## src/rtl/way_select_plru.sv

```systemverilog
// Hit detect and tree-PLRU victim select for a 4-way cache; registered one-hot way select.
// Optional WAY_SEL_MULTIHIT_CHK_EN adds o_multihit and suppresses PLRU update on multi-hit.
module way_select_plru #(
   parameter int TAG_WIDTH = 20,
   parameter int SET_BITS  = 6,
   parameter int WAYS      = 4
) (
   input  logic                      i_clk,
   input  logic                      i_rst_n,
   input  logic                      i_req_valid,
   output logic                      o_req_ready,
   input  logic [SET_BITS-1:0]       i_req_set,
   input  logic [TAG_WIDTH-1:0]      i_req_tag,
   input  logic [WAYS*TAG_WIDTH-1:0] i_way_tag,
   input  logic [WAYS-1:0]           i_way_vld,
   input  logic                      i_req_touch,
   output logic                      o_rsp_valid,
   input  logic                      i_rsp_ready,
   output logic [WAYS-1:0]           o_sel,
   output logic                      o_hit,
`ifdef WAY_SEL_MULTIHIT_CHK_EN
   output logic                      o_multihit,
`endif
   output logic [SET_BITS-1:0]       o_set
);

   localparam int NSETS = 1 << SET_BITS;

   if (WAYS != 4) begin : g_ways_chk
      $error("way_select_plru: WAYS must be 4");
   end

   logic [WAYS-1:0]     hitvec;
   logic [WAYS-1:0]     hit_oh;
   logic [WAYS-1:0]     inv;
   logic [WAYS-1:0]     inv_oh;
   logic [WAYS-1:0]     plru_oh;
   logic [WAYS-1:0]     sel_d;
   logic                hit_d;
   logic                multihit;
   logic [2:0]          plru_cur;
   logic [2:0]          plru_upd;
   logic                accept;
   logic                upd_en;

   logic                rsp_valid_q;
   logic [WAYS-1:0]     sel_q;
   logic                hit_q;
   logic [SET_BITS-1:0] set_q;
   logic [NSETS-1:0][2:0] plru_q;

   for (genvar w = 0; w < WAYS; w++) begin : g_cmp
      assign hitvec[w] = i_way_vld[w] &&
                         (i_way_tag[w*TAG_WIDTH +: TAG_WIDTH] == i_req_tag);
   end

   assign o_req_ready = !rsp_valid_q || i_rsp_ready;
   assign accept      = i_req_valid && o_req_ready;

   always_comb begin
      hit_oh   = hitvec & (~hitvec + WAYS'(1));
      inv      = ~i_way_vld;
      inv_oh   = inv & (~inv + WAYS'(1));
      multihit = (hitvec & (hitvec - WAYS'(1))) != '0;
      hit_d    = |hitvec;
      plru_cur = plru_q[i_req_set];
      // b0 picks the pair, b1/b2 pick within the pair
      if (plru_cur[0]) begin
         plru_oh = plru_cur[2] ? 4'b1000 : 4'b0100;
      end else begin
         plru_oh = plru_cur[1] ? 4'b0010 : 4'b0001;
      end
      if (hit_d) begin
         sel_d = hit_oh;
      end else if (|inv) begin
         sel_d = inv_oh;
      end else begin
         sel_d = plru_oh;
      end
      plru_upd = plru_cur;
      unique case (1'b1)
         sel_d[0]: begin plru_upd[0] = 1'b1; plru_upd[1] = 1'b1; end
         sel_d[1]: begin plru_upd[0] = 1'b1; plru_upd[1] = 1'b0; end
         sel_d[2]: begin plru_upd[0] = 1'b0; plru_upd[2] = 1'b1; end
         sel_d[3]: begin plru_upd[0] = 1'b0; plru_upd[2] = 1'b0; end
         default: ;
      endcase
   end

`ifdef WAY_SEL_MULTIHIT_CHK_EN
   assign upd_en = accept && i_req_touch && !multihit;
`else
   assign upd_en = accept && i_req_touch;
`endif

   always_ff @(posedge i_clk or negedge i_rst_n) begin
      if (!i_rst_n) begin
         rsp_valid_q <= 1'b0;
         sel_q       <= '0;
         hit_q       <= 1'b0;
         set_q       <= '0;
      end else if (accept) begin
         rsp_valid_q <= 1'b1;
         sel_q       <= sel_d;
         hit_q       <= hit_d;
         set_q       <= i_req_set;
      end else if (i_rsp_ready) begin
         rsp_valid_q <= 1'b0;
      end
   end

`ifdef WAY_SEL_MULTIHIT_CHK_EN
   logic mh_q;
   always_ff @(posedge i_clk or negedge i_rst_n) begin
      if (!i_rst_n) begin
         mh_q <= 1'b0;
      end else if (accept) begin
         mh_q <= multihit;
      end
   end
   assign o_multihit = mh_q;
`else
   logic unused_mh;
   assign unused_mh = multihit;
`endif

   always_ff @(posedge i_clk or negedge i_rst_n) begin
      if (!i_rst_n) begin
         for (int s = 0; s < NSETS; s++) begin
            plru_q[s] <= 3'b000;
         end
      end else if (upd_en) begin
         plru_q[i_req_set] <= plru_upd;
      end
   end

   assign o_rsp_valid = rsp_valid_q;
   assign o_sel       = sel_q;
   assign o_hit       = hit_q;
   assign o_set       = set_q;

endmodule

```

## config.mk

```make
export PLATFORM = sky130hd
export DESIGN_NAME = way_select_plru
export DESIGN_NICKNAME = d
export VERILOG_FILES = /design/src/rtl/way_select_plru.sv
export SDC_FILE = /design/constraint.sdc
export NUM_CORES = 1
export LEC_CHECK = 0
export CAP_MARGIN = 20
export CORE_MARGIN = 4
export CORE_UTILIZATION = 30
export DETAILED_ROUTE_END_ITERATION = 8
export SLEW_MARGIN = 20
export SYNTH_ARGS = -nofsm -noshare
export SYNTH_HDL_FRONTEND = slang
export SYNTH_SLANG_ARGS = --single-unit
export TNS_END_PERCENT = 30
```

## constraint.sdc

```tcl
create_clock -name i_clk -period 5.4 [get_ports i_clk]
set_clock_uncertainty 0.1 [all_clocks]
set_input_delay 0.81 -clock i_clk [delete_from_list [all_inputs] [get_ports i_clk]]
set_output_delay 0.81 -clock i_clk [all_outputs]
set_load 0.01 [all_outputs]
```

==> flow_summary.ini, run 1 <==
[setup_path]
cp-start-kind = input port
cp_num_buf_inv = 3
startpoint = i_req_set[1]
crit_required_ps = 5670
crit_path_max_fanout = 64
critPathTopFamily = compound AO/OA/AOI/OAI gates
critPathKind = in -> reg
r2r_cells = 8
r2r_slack_ps = 2330
cp_slowest_stage_delay_ps = 730
cp_slowest_cell = nor2b_1
regToRegEndpoint = plru_q[107]
crit_chain = buf_2, buf_4, nor2b_1, a221oi_1, o21ai_0, a222oi_1, and4_1, a41o_1, a31oi_4, buf_12, a21oi_1
crit_path_end_kind = flop
regToRegStartpoint = plru_q[11]
critPathArrivalTime_ps = 4250

[route]
dr.pass1.iters = 5
via_count = 8164
wl_per_cell_um = 20.7
vias_per_cell = 5.24
postRouteWirelength_um = 32300
ant_nets = 0
drtIter0Drc = 715
drc = 0

[clocking]
clockBufferDepth = 3
clk_pin_slew_ps = 60
cts_tree = yes
cts_resized = 0
h-tree-depth = 1
clock-sinks = 204
cts_made_buffers = 23
cts_hold_buf = 0
root_buffer = clkbuf_16
clk_latency_ps = 510
post_cts_buffers = 0

[power]
power_frac_seq = 0.453
ir_drop_uv = 243
p_leak_nw = 5.69
clockPowerShare = 0.390
comb_power_share = 0.158
internal-power_mw = 2.81
p_sw_mw = 1.00
power.density_nw_per_um2 = 290
swShare = 0.263

[layout]
mostFrequentLayoutCell = dfrtp_1
fin_area_um2 = 13200
drive_above_1_share = 0.184
layout_common_cells = dfrtp_1, nor2_1, clkdlybuf4s50_1
antennaDiodeCount = 0
fillers = 3406
synthToLayoutAreaGrowth_pct = 23.3
final_net_count = 1203
final_core_util = 0.379

[synth]
synth_cells = 965
synth-main-ff-cell = dfrtp_1
ys_warn_count = 0
synth_edf_count = 0
seq_area_frac_synth = 0.478
synth_fp_nets = 1080
synth_cell_types = 65
synth_area_per_cell_um2 = 11.1
syn_area_um2 = 10700
async_flop_share = 1.00
synth-seq-cells = 204

[global_routing]
grt_usage = 0.163
grt_max_degree = 122
grt_pass1_wl_um = 49900
grt_overflow = 0
grt_pass1_vias = 8359
antenna_found_initial = 0

[sta]
rsz0062_at_grt = false
finalMaxSlewViolations = 0
slew_headroom = 0.349
fin_crit_ps = 3980
final_hold_viol_count = 0
timing.hold.ws_ps = 339
tightest_slew_ps = 977
period_share = 0.736
setup_violations = 0
fin_setup_tns_ps = 0
timing.fmax_mhz = 251

[die]
ios = 128
start_util = 0.307
floorplan.rows = 68
die_x_um = 197
dieHeight_um = 197
die_area_um2 = 38700
core_um2 = 34800

[outcome]
outcome = complete, no violations

[min_path]
hp-class = in -> async

[place]
gp_congestion = 0.888
detailed_place_hpwl_um = 22700
place_area_um2 = 12500
io_buffer_count = 127

[flow_run]
cap_violations = 0
## state kept, by name, indices dropped and copies added, names as in the netlist
name,count
plru_q,192
o_hit,1
o_sel,4
o_rsp_valid,1
o_set,6
## layer usage
layer | part of all wire | GRT usage | up-vias
met1 | 0.46 | 0.234 | 4107
li1 | - | - | 3746
met3 | 0.054 | 0.0272 | 73
met5 | 0 | 0 | -
met2 | 0.46 | 0.256 | 238
met4 | 0.031 | 0.0460 | 0
## power by group through the flow
stage / registers (mW) / logic (mW) / clock network (mW)
3_5_place_dp: 1.75 / 0.602 / 0
3_3_place_gp: 1.75 / 0.592 / 0
4_1_cts: 1.73 / 0.605 / 1.52
2_1_floorplan: 1.74 / 0.338 / 0
5_1_grt: 1.74 / 0.655 / 1.58
6_report: 1.73 / 0.602 / 1.49
## layout make-up
type / count / area [µm²] / share of cell area
Sequential cell: 204 / 5100 / 0.388
Timing Repair Buffer: 151 / 1480 / 0.112
Tap cell: 455 / 569 / 0.0432
Clock buffer: 35 / 681 / 0.0517
Multi-Input combinational cell: 699 / 5270 / 0.400
Clock inverter: 6 / 37.5 / 0.00285
Inverter: 9 / 33.8 / 0.00256
## how the worst max path moves through the flow
stage,slack (ps),to,cells past startpoint
2_1_floorplan,1910,plru_q[101],11
3_3_place_gp,960,plru_q[14],10
3_5_place_dp,950,plru_q[56],10
4_1_cts,1460,plru_q[56],10
5_1_grt,1280,plru_q[133],11
6_report,1420,plru_q[133],11
## cells in the mapped netlist (all sizes together), types with 3 or more instances
| cell type | count | area [µm²] |
|---|---|---|
| a2111oi | 3 | 45.1 |
| nor2b | 13 | 81.3 |
| a31oi | 5 | 37.5 |
| xor2 | 41 | 359 |
| o21ai | 14 | 81.3 |
| nand3b | 3 | 22.5 |
| nand2b | 4 | 25.0 |
| a221oi | 19 | 166 |
| buf | 29 | 196 |
| or2 | 5 | 31.3 |
| inv | 9 | 33.8 |
| nand3 | 11 | 55.1 |
| a221o | 3 | 30.0 |
| dfrtp | 204 | 5100 |
| nor3 | 7 | 35.0 |
| a21oi | 67 | 335 |
| a22oi | 16 | 120 |
| nor2 | 144 | 541 |
| o22a | 4 | 35.0 |
| mux2 | 143 | 1610 |
| and2 | 6 | 37.5 |
| nor3b | 3 | 22.5 |
| mux4 | 16 | 360 |
| a32oi | 5 | 43.8 |
| o22ai | 8 | 50.1 |
| nor4 | 11 | 68.8 |
| xnor2 | 39 | 342 |
| and3 | 3 | 18.8 |
| clkbuf | 24 | 90.1 |
| mux2i | 14 | 140 |
| nand4 | 21 | 131 |
| nand2 | 38 | 143 |
## metrics by stage
step                power [mW]  setup WS [ps]  cells
global route              3.98           1280   1559
finish                    3.82           1420   1559
detailed placement        2.36            946   1518
CTS                       3.86           1460   1559
global placement          2.34            962   1518
floorplan                 2.07           1910    965
## logic make-up after synthesis
| family | Yosys count | share of synthesized area |
|---|---|---|
| multiplexers | 173 | 0.198 |
| AND/OR/NAND/NOR | 279 | 0.121 |
| AO/OA/AOI/OAI | 167 | 0.108 |
| XOR/XNOR | 80 | 0.0656 |
| flip-flops | 204 | 0.478 |
| buffers and inverters | 62 | 0.0300 |
## worst reg2reg max path: cells and delay by family (launching register included)
family                 cells  cell delay (ps)
multiplexers               2              730
buffers and inverters      1              280
flip-flops                 1              380
AO/OA/AOI/OAI              5             1500
Power figures use the tool's default switching activity.
==> inputs of run 2 (changes only) <==
clock period = 3.8 ns   (was 5.4 ns; I/O delays follow)
==> flow_summary.ini, run 2 (synthesis gave the netlist of run 1 again) <==
[setup_path]
crit_chain = clkdlybuf4s50_1, buf_4, and3b_1, a221oi_1, o22ai_1, a2111o_1, o32a_1, o21ai_4, buf_12, mux2_2
critPathTopFamily = compound AO/OA/AOI/OAI gates
cp_num_buf_inv = 3
cp_slowest_cell = clkdlybuf4s50_1
cp-start-kind = input port
crit_path_max_fanout = 35
critPathKind = in -> reg
crit_path_end_kind = flop
crit_required_ps = 4140
critPathArrivalTime_ps = 3720
cp_slowest_stage_delay_ps = 670

[die]
floorplan.rows = 68
dieHeight_um = 197
core_um2 = 34800
die_area_um2 = 38700
ios = 128
start_util = 0.307
die_x_um = 197

[layout]
drive_above_1_share = 0.227
final_net_count = 1268
fin_area_um2 = 13700
synthToLayoutAreaGrowth_pct = 28.7
largest_reg_flops = 192
layout_common_cells = dfrtp_1, nor2_1, clkdlybuf4s50_1
top_register = plru_q
mostFrequentLayoutCell = dfrtp_1
antennaDiodeCount = 0
fillers = 3379

[global_routing]
grt_max_degree = 90
grt_overflow = 0
antenna_found_initial = 0
grt_pass1_wl_um = 51800
grt_pass1_vias = 8550
grt_usage = 0.169

[sta]
tightest_slew_ps = 819
fin_setup_tns_ps = 0
timing.hold.ws_ps = 9.57
setup_violations = 0
fin_crit_ps = 3380
rsz0062_at_grt = false
period_share = 0.889
timing.fmax_mhz = 296
finalMaxSlewViolations = 0
slew_headroom = 0.453
final_hold_viol_count = 0

[place]
place_area_um2 = 13000
gp_congestion = 0.966
io_buffer_count = 127
detailed_place_hpwl_um = 24500

[route]
dr.pass1.iters = 6
wl_per_cell_um = 20.5
vias_per_cell = 5.17
postRouteWirelength_um = 33300
drtIter0Drc = 639
via_count = 8382
drc = 0
ant_nets = 0

[flow_run]
cap_violations = 0

[clocking]
cts_made_buffers = 22
cts_resized = 0
clk_latency_ps = 510
clockBufferDepth = 3
post_cts_buffers = 0
cts_hold_buf = 0
h-tree-depth = 1
clk_pin_slew_ps = 60
cts_tree = yes
clock-sinks = 204
root_buffer = clkbuf_16

[power]
power.density_nw_per_um2 = 403
ir_drop_uv = 361
p_leak_nw = 6.03

[outcome]
outcome = complete, no violations

[min_path]
hp-class = in -> async
-- run 2: changes by cell type in the layout (fill, tap and decap cells not counted), sizes merged --
cell and delta:
buf +66, clkinv -5, bufinv +1, clkbuf +1, inv -1
-- run 2: metal layers --
layer,global-route usage,wire length [µm],share of wire
met5,0,0,0
met3,0.0299,1970,0.059
met2,0.267,15600,0.47
met4,0.0424,915,0.027
met1,0.243,14800,0.45
-- run 2: worst paths after layout --
| check | from | to | slack [ps] | cells past startpoint |
|---|---|---|---|---|
| setup / recovery | i_req_set[5] | plru_q[11] | 420 | 10 |
| hold / removal | i_rst_n | plru_q[72] | 10 | 1 |
| max in group asynchronous | i_rst_n | plru_q[175] | 2790 | 2 |
| hold reg to reg | o_hit | o_hit | 380 | 2 |
| min in group i_clk | o_hit | o_hit | 380 | 2 |
| setup reg to reg | plru_q[71] | plru_q[11] | 690 | 8 |
-- run 2: area by class of cell --
cell class | count | area, µm² | share of cell area
clock buffers | 36 | 694 | 0.0505
clock inverters | 1 | 30.0 | 0.00218
inverters | 9 | 33.8 | 0.00246
multi-input cells | 699 | 5270 | 0.383
flip-flops and latches | 204 | 5100 | 0.371
well taps | 455 | 569 | 0.0414
repair buffers | 217 | 2050 | 0.149
-- run 2: stage by stage --
step	std cells	total power [mW]	utilization	worst slack [ps]
floorplan	965	2.95	-	553
global placement	1584	3.40	0.374	-30.7
detailed placement	1584	3.42	0.374	-38.1
CTS	1621	5.59	0.395	484
global route	1621	5.77	0.395	338
finish	1621	5.54	0.395	421
-- run 2: power by group --
| part | internal (mW) | switching (mW) | total, mW |
|---|---|---|---|
| logic | 0.458 | 0.457 | 0.915 |
| registers | 2.36 | 0.110 | 2.47 |
| clock network | 1.30 | 0.854 | 2.16 |
| total | 4.12 | 1.42 | 5.54 |
==> inputs of run 3 (changes only) <==
CAP_MARGIN = default   (was 20)
==> results of run 3 <==
The final DEF is identical to that of run 2; final timing and power are the same.
